**src/rtl/uart_tx_arbiter_if.sv**
```systemverilog
// Purpose : requester byte lanes plus the uart_send handshake, bundled for uart_tx_arbiter.
// Latency : n/a (wires only).
// Backpressure: req_ready is the per-lane ready; tx_busy paces the transmitter side.
// Ports (signals):
//   req_valid/req_data/req_last -> per-lane byte streams into the arbiter
//   req_ready                   <- per-lane accept, combinational from the arbiter state
//   tx_en/tx_data               <- start pulse and byte to uart_send
//   tx_busy                     -> uart_send shifting a frame
//   grant_valid/grant_id        <- packet grant status
//   timeout_err                 <- one-cycle pulse when a stalled grant is revoked
// Modports: slave = the arbiter, master = the surrounding environment.
interface uart_tx_arbiter_if #(
   parameter int N_REQ = 4,
   parameter int ID_W  = 2
);
   logic [N_REQ-1:0]   req_valid;
   logic [8*N_REQ-1:0] req_data;
   logic [N_REQ-1:0]   req_last;
   logic [N_REQ-1:0]   req_ready;
   logic               tx_en;
   logic [7:0]         tx_data;
   logic               tx_busy;
   logic               grant_valid;
   logic [ID_W-1:0]    grant_id;
   logic               timeout_err;

   modport slave (
      input  req_valid, req_data, req_last, tx_busy,
      output req_ready, tx_en, tx_data, grant_valid, grant_id, timeout_err
   );

   modport master (
      output req_valid, req_data, req_last, tx_busy,
      input  req_ready, tx_en, tx_data, grant_valid, grant_id, timeout_err
   );
endinterface

```
**src/rtl/uart_tx_arbiter.sv**
```systemverilog
// Purpose : shares one uart_send between N_REQ byte-stream requesters, one packet per grant, round-robin.
// Latency : request seen in IDLE at t -> grant at t+1 -> byte accepted at t+1 -> tx_en at t+2.
// Backpressure: only the granted lane sees req_ready, and only while SEND; bytes are paced by tx_busy.
// Ports:
//   sys_clk  - system clock, rising edge
//   sys_rst  - synchronous active-high reset
//   bus      - uart_tx_arbiter_if.slave: request lanes, uart_send handshake, grant/timeout status
module uart_tx_arbiter #(
   parameter int N_REQ       = 4,
   parameter int ID_W        = 2,
   parameter int TIMEOUT_CYC = 100000
) (
   input  logic             sys_clk,
   input  logic             sys_rst,
   uart_tx_arbiter_if.slave bus
);
   localparam int              TW       = $clog2(TIMEOUT_CYC) + 1;
   localparam logic [TW-1:0]   TMO_LAST = TW'(TIMEOUT_CYC - 1);
   localparam logic [TW-1:0]   TMO_MAX  = {TW{1'b1}};
   localparam logic [ID_W-1:0] ID_MAX   = ID_W'(N_REQ - 1);

   typedef enum logic [1:0] {IDLE, SEND, WAIT_BUSY, WAIT_IDLE} state_t;

   state_t           state_q, state_d;
   logic [ID_W-1:0]  ptr_q, ptr_d;
   logic [ID_W-1:0]  grant_id_q, grant_id_d;
   logic             grant_valid_q, grant_valid_d;
   logic             tx_en_q, tx_en_d;
   logic [7:0]       tx_data_q, tx_data_d;
   logic             timeout_err_q, timeout_err_d;
   logic             last_q, last_d;
   logic [TW-1:0]    tmo_cnt_q, tmo_cnt_d;

   logic             win_found;
   logic [ID_W-1:0]  win_id;
   logic [ID_W-1:0]  cand;
   logic [ID_W-1:0]  ptr_after;
   logic [N_REQ-1:0] req_ready_w;
   logic             xfer;
   logic [7:0]       lane_byte;

   // Round-robin search: first valid lane starting at ptr, wrapping modulo N_REQ.
   always_comb begin : arb
      win_found = 1'b0;
      win_id    = ptr_q;
      cand      = '0;
      for (int k = 0; k < N_REQ; k++) begin
         cand = ID_W'((int'(ptr_q) + k) % N_REQ);
         if (!win_found && bus.req_valid[cand]) begin
            win_found = 1'b1;
            win_id    = cand;
         end
      end
   end

   // The requester just served drops to lowest priority.
   assign ptr_after = (grant_id_q == ID_MAX) ? '0 : grant_id_q + 1'b1;

   always_comb begin : rdy
      req_ready_w = '0;
      if (state_q == SEND) begin
         req_ready_w[grant_id_q] = 1'b1;
      end
   end

   assign xfer      = bus.req_valid[grant_id_q];
   assign lane_byte = bus.req_data[{grant_id_q, 3'b000} +: 8];

   always_comb begin : fsm
      state_d       = state_q;
      ptr_d         = ptr_q;
      grant_id_d    = grant_id_q;
      grant_valid_d = grant_valid_q;
      tx_en_d       = 1'b0;
      tx_data_d     = tx_data_q;
      timeout_err_d = 1'b0;
      last_d        = last_q;
      tmo_cnt_d     = tmo_cnt_q;
      case (state_q)
         IDLE: begin
            // A frame still on the line (e.g. after reset) blocks arbitration.
            if (!bus.tx_busy && win_found) begin
               grant_id_d    = win_id;
               grant_valid_d = 1'b1;
               tmo_cnt_d     = '0;
               state_d       = SEND;
            end
         end
         SEND: begin
            if (xfer) begin
               tx_data_d = lane_byte;
               last_d    = bus.req_last[grant_id_q];
               tx_en_d   = 1'b1;
               state_d   = WAIT_BUSY;
            end else if (tmo_cnt_q >= TMO_LAST) begin
               timeout_err_d = 1'b1;
               grant_valid_d = 1'b0;
               ptr_d         = ptr_after;
               state_d       = IDLE;
            end else if (tmo_cnt_q != TMO_MAX) begin
               tmo_cnt_d = tmo_cnt_q + 1'b1;
            end
         end
         WAIT_BUSY: begin
            if (bus.tx_busy) begin
               state_d = WAIT_IDLE;
            end
         end
         WAIT_IDLE: begin
            if (!bus.tx_busy) begin
               if (last_q) begin
                  grant_valid_d = 1'b0;
                  ptr_d         = ptr_after;
                  state_d       = IDLE;
               end else begin
                  tmo_cnt_d = '0;
                  state_d   = SEND;
               end
            end
         end
         default: state_d = IDLE;
      endcase
   end

   always_ff @(posedge sys_clk) begin
      if (sys_rst) begin
         state_q       <= IDLE;
         ptr_q         <= '0;
         grant_id_q    <= '0;
         grant_valid_q <= 1'b0;
         tx_en_q       <= 1'b0;
         tx_data_q     <= '0;
         timeout_err_q <= 1'b0;
         last_q        <= 1'b0;
         tmo_cnt_q     <= '0;
      end else begin
         state_q       <= state_d;
         ptr_q         <= ptr_d;
         grant_id_q    <= grant_id_d;
         grant_valid_q <= grant_valid_d;
         tx_en_q       <= tx_en_d;
         tx_data_q     <= tx_data_d;
         timeout_err_q <= timeout_err_d;
         last_q        <= last_d;
         tmo_cnt_q     <= tmo_cnt_d;
      end
   end

   assign bus.req_ready   = req_ready_w;
   assign bus.tx_en       = tx_en_q;
   assign bus.tx_data     = tx_data_q;
   assign bus.grant_valid = grant_valid_q;
   assign bus.grant_id    = grant_id_q;
   assign bus.timeout_err = timeout_err_q;
endmodule

```
**src/flat_wrapper.sv**
```systemverilog
// flat-port wrapper written by rule: the top's interface ports become plain ports
module uart_tx_arbiter_flat 
#(
   parameter int N_REQ       = 4,
   parameter int ID_W        = 2,
   parameter int TIMEOUT_CYC = 100000
)
  (sys_clk, sys_rst, bus_req_valid, bus_req_data, bus_req_last, bus_tx_busy, bus_req_ready, bus_tx_en, bus_tx_data, bus_grant_valid, bus_grant_id, bus_timeout_err);
  uart_tx_arbiter_if #(.N_REQ(N_REQ), .ID_W(ID_W)) bus_i ();
  input  logic sys_clk;
  input  logic sys_rst;
  input wire logic [$bits(bus_i.req_valid)-1:0] bus_req_valid;
  input wire logic [$bits(bus_i.req_data)-1:0] bus_req_data;
  input wire logic [$bits(bus_i.req_last)-1:0] bus_req_last;
  input wire logic [$bits(bus_i.tx_busy)-1:0] bus_tx_busy;
  output wire logic [$bits(bus_i.req_ready)-1:0] bus_req_ready;
  output wire logic [$bits(bus_i.tx_en)-1:0] bus_tx_en;
  output wire logic [$bits(bus_i.tx_data)-1:0] bus_tx_data;
  output wire logic [$bits(bus_i.grant_valid)-1:0] bus_grant_valid;
  output wire logic [$bits(bus_i.grant_id)-1:0] bus_grant_id;
  output wire logic [$bits(bus_i.timeout_err)-1:0] bus_timeout_err;
  assign bus_i.req_valid = bus_req_valid;
  assign bus_i.req_data = bus_req_data;
  assign bus_i.req_last = bus_req_last;
  assign bus_i.tx_busy = bus_tx_busy;
  assign bus_req_ready = bus_i.req_ready;
  assign bus_tx_en = bus_i.tx_en;
  assign bus_tx_data = bus_i.tx_data;
  assign bus_grant_valid = bus_i.grant_valid;
  assign bus_grant_id = bus_i.grant_id;
  assign bus_timeout_err = bus_i.timeout_err;
  uart_tx_arbiter #(.N_REQ(N_REQ), .ID_W(ID_W), .TIMEOUT_CYC(TIMEOUT_CYC)) u_core (.sys_clk(sys_clk), .sys_rst(sys_rst), .bus(bus_i));
endmodule
```
**config.mk**
```make
export PLATFORM = sky130hd
export DESIGN_NAME = uart_tx_arbiter_flat
export DESIGN_NICKNAME = d
export VERILOG_FILES = /design/src/rtl/uart_tx_arbiter_if.sv /design/src/rtl/uart_tx_arbiter.sv /design/src/flat_wrapper.sv
export SDC_FILE = /design/constraint.sdc
export NUM_CORES = 1
export LEC_CHECK = 0
export ABC_AREA = 1
export ABC_CLOCK_PERIOD_IN_PS = 2000
export CORE_MARGIN = 5
export CORE_UTILIZATION = 28
export DETAILED_ROUTE_END_ITERATION = 10
export PLACE_DENSITY = 0.57
export SETUP_SLACK_MARGIN = 0.05
export SLEW_MARGIN = 20
export SYNTH_ARGS = -nofsm -noshare
export SYNTH_HDL_FRONTEND = slang
export SYNTH_SLANG_ARGS = --single-unit
```
**constraint.sdc**
```tcl
create_clock -name sys_clk -period 2 [get_ports sys_clk]
set_input_delay 0.5 -clock sys_clk [delete_from_list [all_inputs] [get_ports sys_clk]]
set_output_delay 0.5 -clock sys_clk [all_outputs]
set_load 0.02 [all_outputs]
```
---- Yosys cells after proc, flatten, opt, wreduce, memory -nomap -nowiden ----
Cells that the tools add are included.
word-level totals
  register bits ........................... 36
  output and inout port bits .............. 17
  word-level logic and storage cells ...... 108
operators by class
  muxes and demuxes ....................... 50
  bitwise logic cells ..................... 1
  order comparisons ....................... 7
  reductions and logical operators ........ 20
  eq/ne operators ......................... 15
  shift operators ......................... 1
  add/sub/neg operators ................... 5
operators with widths
  operator                                                              number
  2-to-1 mux 18 bit                                                     6
  case mux 18 bit (3 select lines)                                      1
  variable part select 32 x 6 -> 8 bit                                  1
  2-to-1 mux 2 bit                                                      13
  2-to-1 mux 1 bit                                                      19
  adder 18 x 1 -> 18 bit (second input constant)                        1
  greater-or-equal comparator 18 x 17 -> 1 bit (second input constant)  1
  != test 18 bit (second input constant)                                1
  < comparator 2 x 3 -> 1 bit (second input constant)                   5
  != test 2 bit (second input constant)                                 7
  binary-select mux 1 bit (select 2 bit)                                6
  case mux 2 bit (4 select lines)                                       1
  AND reduction 7 bit                                                   1
  == test 2 bit (second input constant)                                 3
  AND reduction 6 bit                                                   1
  logical AND 1 bit                                                     5
  AND reduction 5 bit                                                   1
  adder 2 x 1 -> 2 bit (second input constant)                          2
  adder 2 bit (second input constant)                                   2
  logical NOT 1 bit                                                     4
  2-to-1 mux 4 bit                                                      1
  != test 2 x 1 -> 1 bit (second input constant)                        2
  case mux 2 bit (2 select lines)                                       1
  AND reduction 2 bit                                                   2
  12 further kinds                                                      12

---- Longest topological paths before layout ----
  word-level depth ........................ 15
  gate-level depth with buffers ........... 16
  mapped depth without buffers ............ 14

---- Least setup slack after synthesis ----
No wires, ideal clock.
  path kind ............................... reg2out
  start point ............................. register u_core.grant_id_q[0] (netlist: u_core.bus.grant_id[0])
  end point ............................... output bus_req_ready[2]
  cell stages (with the launch flop) ...... 7
  path slack .............................. 0.058 ns
  path buffers ............................ 2
  data required time ...................... 1.500 ns
  arrival ................................. 1.442 ns
  path through ............................ dfxtp_1 inv_2 clkbuf_1 buf_2 ha_1 inv_1 nor2_1
between the ends
  word-level cells in the longest chain between the ends .. 5
RTL lines
  what                                                                                                             RTL line                source
  start, declared                                                                                                  uart_tx_arbiter.sv:26   logic [ID_W-1:0] grant_id_q, grant_id_d;
  start signal, assigned                                                                                           uart_tx_arbiter.sv:139  grant_id_q <= grant_id_d;
  < comparator 2 x 3 -> 1 bit (not written as such) or greater-or-equal comparator 2 x 1 -> 1 bit (tied branches)  uart_tx_arbiter.sv:62   req_ready_w[grant_id_q] = 1'b1;
  logical AND 1 bit (not written as such)                                                                          uart_tx_arbiter.sv:62
  2-to-1 mux 1 bit (not written as such)                                                                           uart_tx_arbiter.sv:62
  demux 1 bit (select 2 bit) *                                                                                     -
  2-to-1 mux 4 bit *                                                                                               uart_tx_arbiter.sv:61   if (state_q == SEND) begin
  end, declared                                                                                                    flat_wrapper.sv:16      output wire logic [$bits(bus_i.req_ready)-1:0] bus_req_ready;
Mark *: on every way between the ends. The rest lies on a longest branch, timed or not.

---- Worst setup path in the final report ----
  start point ............................. register u_core.tmo_cnt_q[0]
  end point ............................... register u_core.tmo_cnt_q[8]
between the ends
  word-level cells in the longest chain between the ends .. 5
RTL lines
  what                              RTL line                source
  start, declared                   uart_tx_arbiter.sv:32   logic [TW-1:0] tmo_cnt_q, tmo_cnt_d;
  start signal, assigned            uart_tx_arbiter.sv:145  tmo_cnt_q <= tmo_cnt_d;
  adder 18 x 1 -> 18 bit            uart_tx_arbiter.sv:101  tmo_cnt_d = tmo_cnt_q + 1'b1;
  2-to-1 mux 18 bit                 uart_tx_arbiter.sv:100  end else if (tmo_cnt_q != TMO_MAX) begin
  2-to-1 mux 18 bit                 uart_tx_arbiter.sv:95   end else if (tmo_cnt_q >= TMO_LAST) begin
  2-to-1 mux 18 bit                 uart_tx_arbiter.sv:90   if (xfer) begin
  case mux 18 bit (3 select lines)  uart_tx_arbiter.sv:79   case (state_q)
Parallel ways exist; a longest one is shown, timed or not. The select of a mux whose other input is x is not followed.
A chain may end at the register's enable or synchronous reset.

==> metrics <==
Rel. slew slack=81.2%; core area=9240 um^2; Clk network pwr share=11.6%; synthesis-to-layout area growth=38.7%; root cell of the clock tree=clkbuf_8; share of cells above drive strength 1=17.0%; worst path cell trace=ha_4, nand2_1, inv_1, nand2_1, nor2_1, nand3_1, nand3_2, nand2_1, nand2_2, nor2_8, buf_12, nor2_1, nor2_2; Final Max Tran Viols=0; clock slew seen by the registers of the worst setup and hold paths=0.08 ns; GP Congestion=0.839; worst slew pin tran=0.279 ns; Comb power frac=63.6%; drt total wl=7.61 mm; IO Port Bufs=59; insertion delay to the later sink of the worst-skew pair=0.29 ns; commonest non-fill, non-tap cell in the layout=nand2_1; Worst setup SP type=flop; number of global-route vias before repair=2793; largest net degree at the start of global routing=22; critical path fanouts, max=14; Synth Net Count=485; total net switching power=2.23 mW; CTS Sinks=36; CP max stage delay=0.38 ns; Placed Cells=634; EDFF count, synth=0; Levels on crit path=13; Final Hold Viols=0; reg2reg setup slack=0.22 ns; run status=finished clean; Longest Clk Path Bufs=2; Hold WC Path Type=flop to flop; vias post-DR=2913; initial antenna violation count=0; Int Pwr=2.47 mW; chip height=107 um; Synth Flop Type=dfxtp_1; first-pass GRT wire length=12.9 mm; Post-CTS Hold Buffers=0; vias per cell=4.50; Nets=565; Tmin final=1.78 ns; CTS tree=yes; first drt pass iteration count=4; Worst Setup Path Type=flop to flop; Worst Path Required=2.19 ns; die width=107 um; max-cap violations=0; initial DRC count=132; switching share of power=47.4%; mean area per synthesized cell=6.07 um^2; dpl cell area=3510 um^2; CTS H-tree lvls=2; grt ovf=0; total leakage power=1.55 nW; setup ws final=0.220 ns; period utilisation layout=89.0%; Non-Filler Instances=647; CTS buffer count=5; fillers=1008; Fmax=562 MHz; Peak VDD IR=0.000565 V; Setup violations, final=0; Overall Global Routing Usage=13.6%; Final ANT Viol Nets=0; sequential share of power=24.8%; Post-Syn Area=2650 um^2; hpwl dp=5.96 mm; register area share after synthesis=27.2%; worst path bufs/invs=2; worst-case reg-to-reg path depth=13; RSZ-0062 raised after global routing=true; CP endpoint kind=flop; Cells after Synth=437; pre-CTS WS=-0.314 ns; CP max-delay cell=dfxtp_2; Critical Path AT=1.97 ns; Ports=60; die area=11500 um^2; Power per Cell Area=1280 nW/um^2; yosys warns=0; hold path cells=2; most frequent cells in the layout=114 x nand2_1, 79 x nor2_1, 49 x clkdlybuf4s50_1, 32 x inv_1, 32 x nand3_1; skew final=0.00879 ns; final instance area=3680 um^2; DR WL/cell=11.8 um; #FFs+latches synth=36; initial cell density of the core=28.7%; FFs w/ async S/R, synth=0%; CP dominant cell by count=nand2_1; post-detailed-route DRC marker count=0; Distinct cells, synth=37; CP delay by family, top=simple AND/OR/NAND/NOR gates; # rows=35; Final Core Density=39.8%; number of diodes=0
[cell usage after synthesis (3+ instances only)]
| cell type | n | area [um^2] |
|---|---|---|
| o22ai_1 | 9 | 56.3 |
| nand2_1 | 114 | 428 |
| o21ai_0 | 25 | 125 |
| nor2_2 | 7 | 43.8 |
| nand2_2 | 10 | 62.6 |
| nand4_1 | 11 | 68.8 |
| inv_1 | 32 | 120 |
| buf_2 | 4 | 20.0 |
| dfxtp_1 | 36 | 721 |
| or2_2 | 3 | 18.8 |
| o21ai_1 | 3 | 15.0 |
| a21oi_1 | 23 | 115 |
| clkbuf_1 | 10 | 37.5 |
| xor2_1 | 5 | 43.8 |
| nand3_1 | 33 | 165 |
| ha_1 | 5 | 62.6 |
| nor2_1 | 79 | 297 |
[state kept, by name (all words and copies together) (netlist names), named ones only]
register                cells
u_core.tmo_cnt_q           18
u_core.bus.tx_data          8
u_core.bus.grant_id         2
u_core.ptr_q                2
u_core.bus.grant_valid      1
u_core.bus.timeout_err      1
u_core.bus.tx_en            1
u_core.last_q               1
u_core.state_q              1
[metal layers]
| layer | share of wire [%] | GRT usage (%) |
|---|---|---|
| met1 | 48 | 17.2 |
| met5 | 0 | 0 |
| met2 | 45 | 22.6 |
| met4 | 1.4 | 3.34 |
| met3 | 5.8 | 4.08 |
[path summary, 6_finish.rpt]
kind | from | endpoint
max | u_core.tmo_cnt_q[0] | u_core.tmo_cnt_q[8]
min | u_core.bus.tx_data[2] | u_core.bus.tx_data[2]
max reg2reg | u_core.tmo_cnt_q[0] | u_core.tmo_cnt_q[8]
min reg2reg | u_core.bus.tx_data[2] | u_core.bus.tx_data[2]
[kinds of logic after synthesis]
kind of cell / share of synthesized area (%)
AOI/OAI and AO/OA: 13.4
DFF: 27.2
adders and majority gates: 2.36
and+or+nand+nor: 45.6
xor gates and xnor gates: 2.31
buffers and inverters: 9.10
[cell type report]
type                            instances  area (um^2)  share of cell area, %
Multi-Input combinational cell        348         1740                   47.2
Timing Repair Buffer                   91          827                   22.5
Sequential cell                        36          728                   19.8
Tap cell                              129          161                   4.39
Inverter                               35          134                   3.64
Clock buffer                            6         82.6                   2.24
Clock inverter                          2         10.0                  0.272
[power groups by stage]
| stage | clock network [mW] | logic, mW | registers, mW |
|---|---|---|---|
| global route | 0.591 | 3.36 | 1.20 |
| detailed placement | 0 | 2.85 | 1.16 |
| CTS | 0.554 | 2.95 | 1.15 |
| finish | 0.543 | 2.99 | 1.16 |
| floorplan | 0 | 1.91 | 1.19 |
| global placement | 0 | 2.82 | 1.16 |
[worst min-delay path: stages, from the launching register on]
cell,delay (ns)
dfxtp_1,0.31
nand2_1,0.06
a21oi_1,0.06
[stage by stage]
stage / setup TNS, ns / hold WS [ns] / total power, mW
final: 0 / 0.470 / 4.69
after global routing: 0 / 0.491 / 5.15
after CTS: 0 / 0.467 / 4.65
after detailed placement: -5.48 / 0.458 / 4.02
after global placement: -4.50 / 0.453 / 3.98
after floorplan: 0 / 0.429 / 3.10
[what timing repair did]
action,CTS,global route
gates cloned,0,1
setup endpoints to repair,16,25
pin swaps,1,3
resized for setup,8,23
buffers inserted,2,2
(Power assumes the default switching activity.)
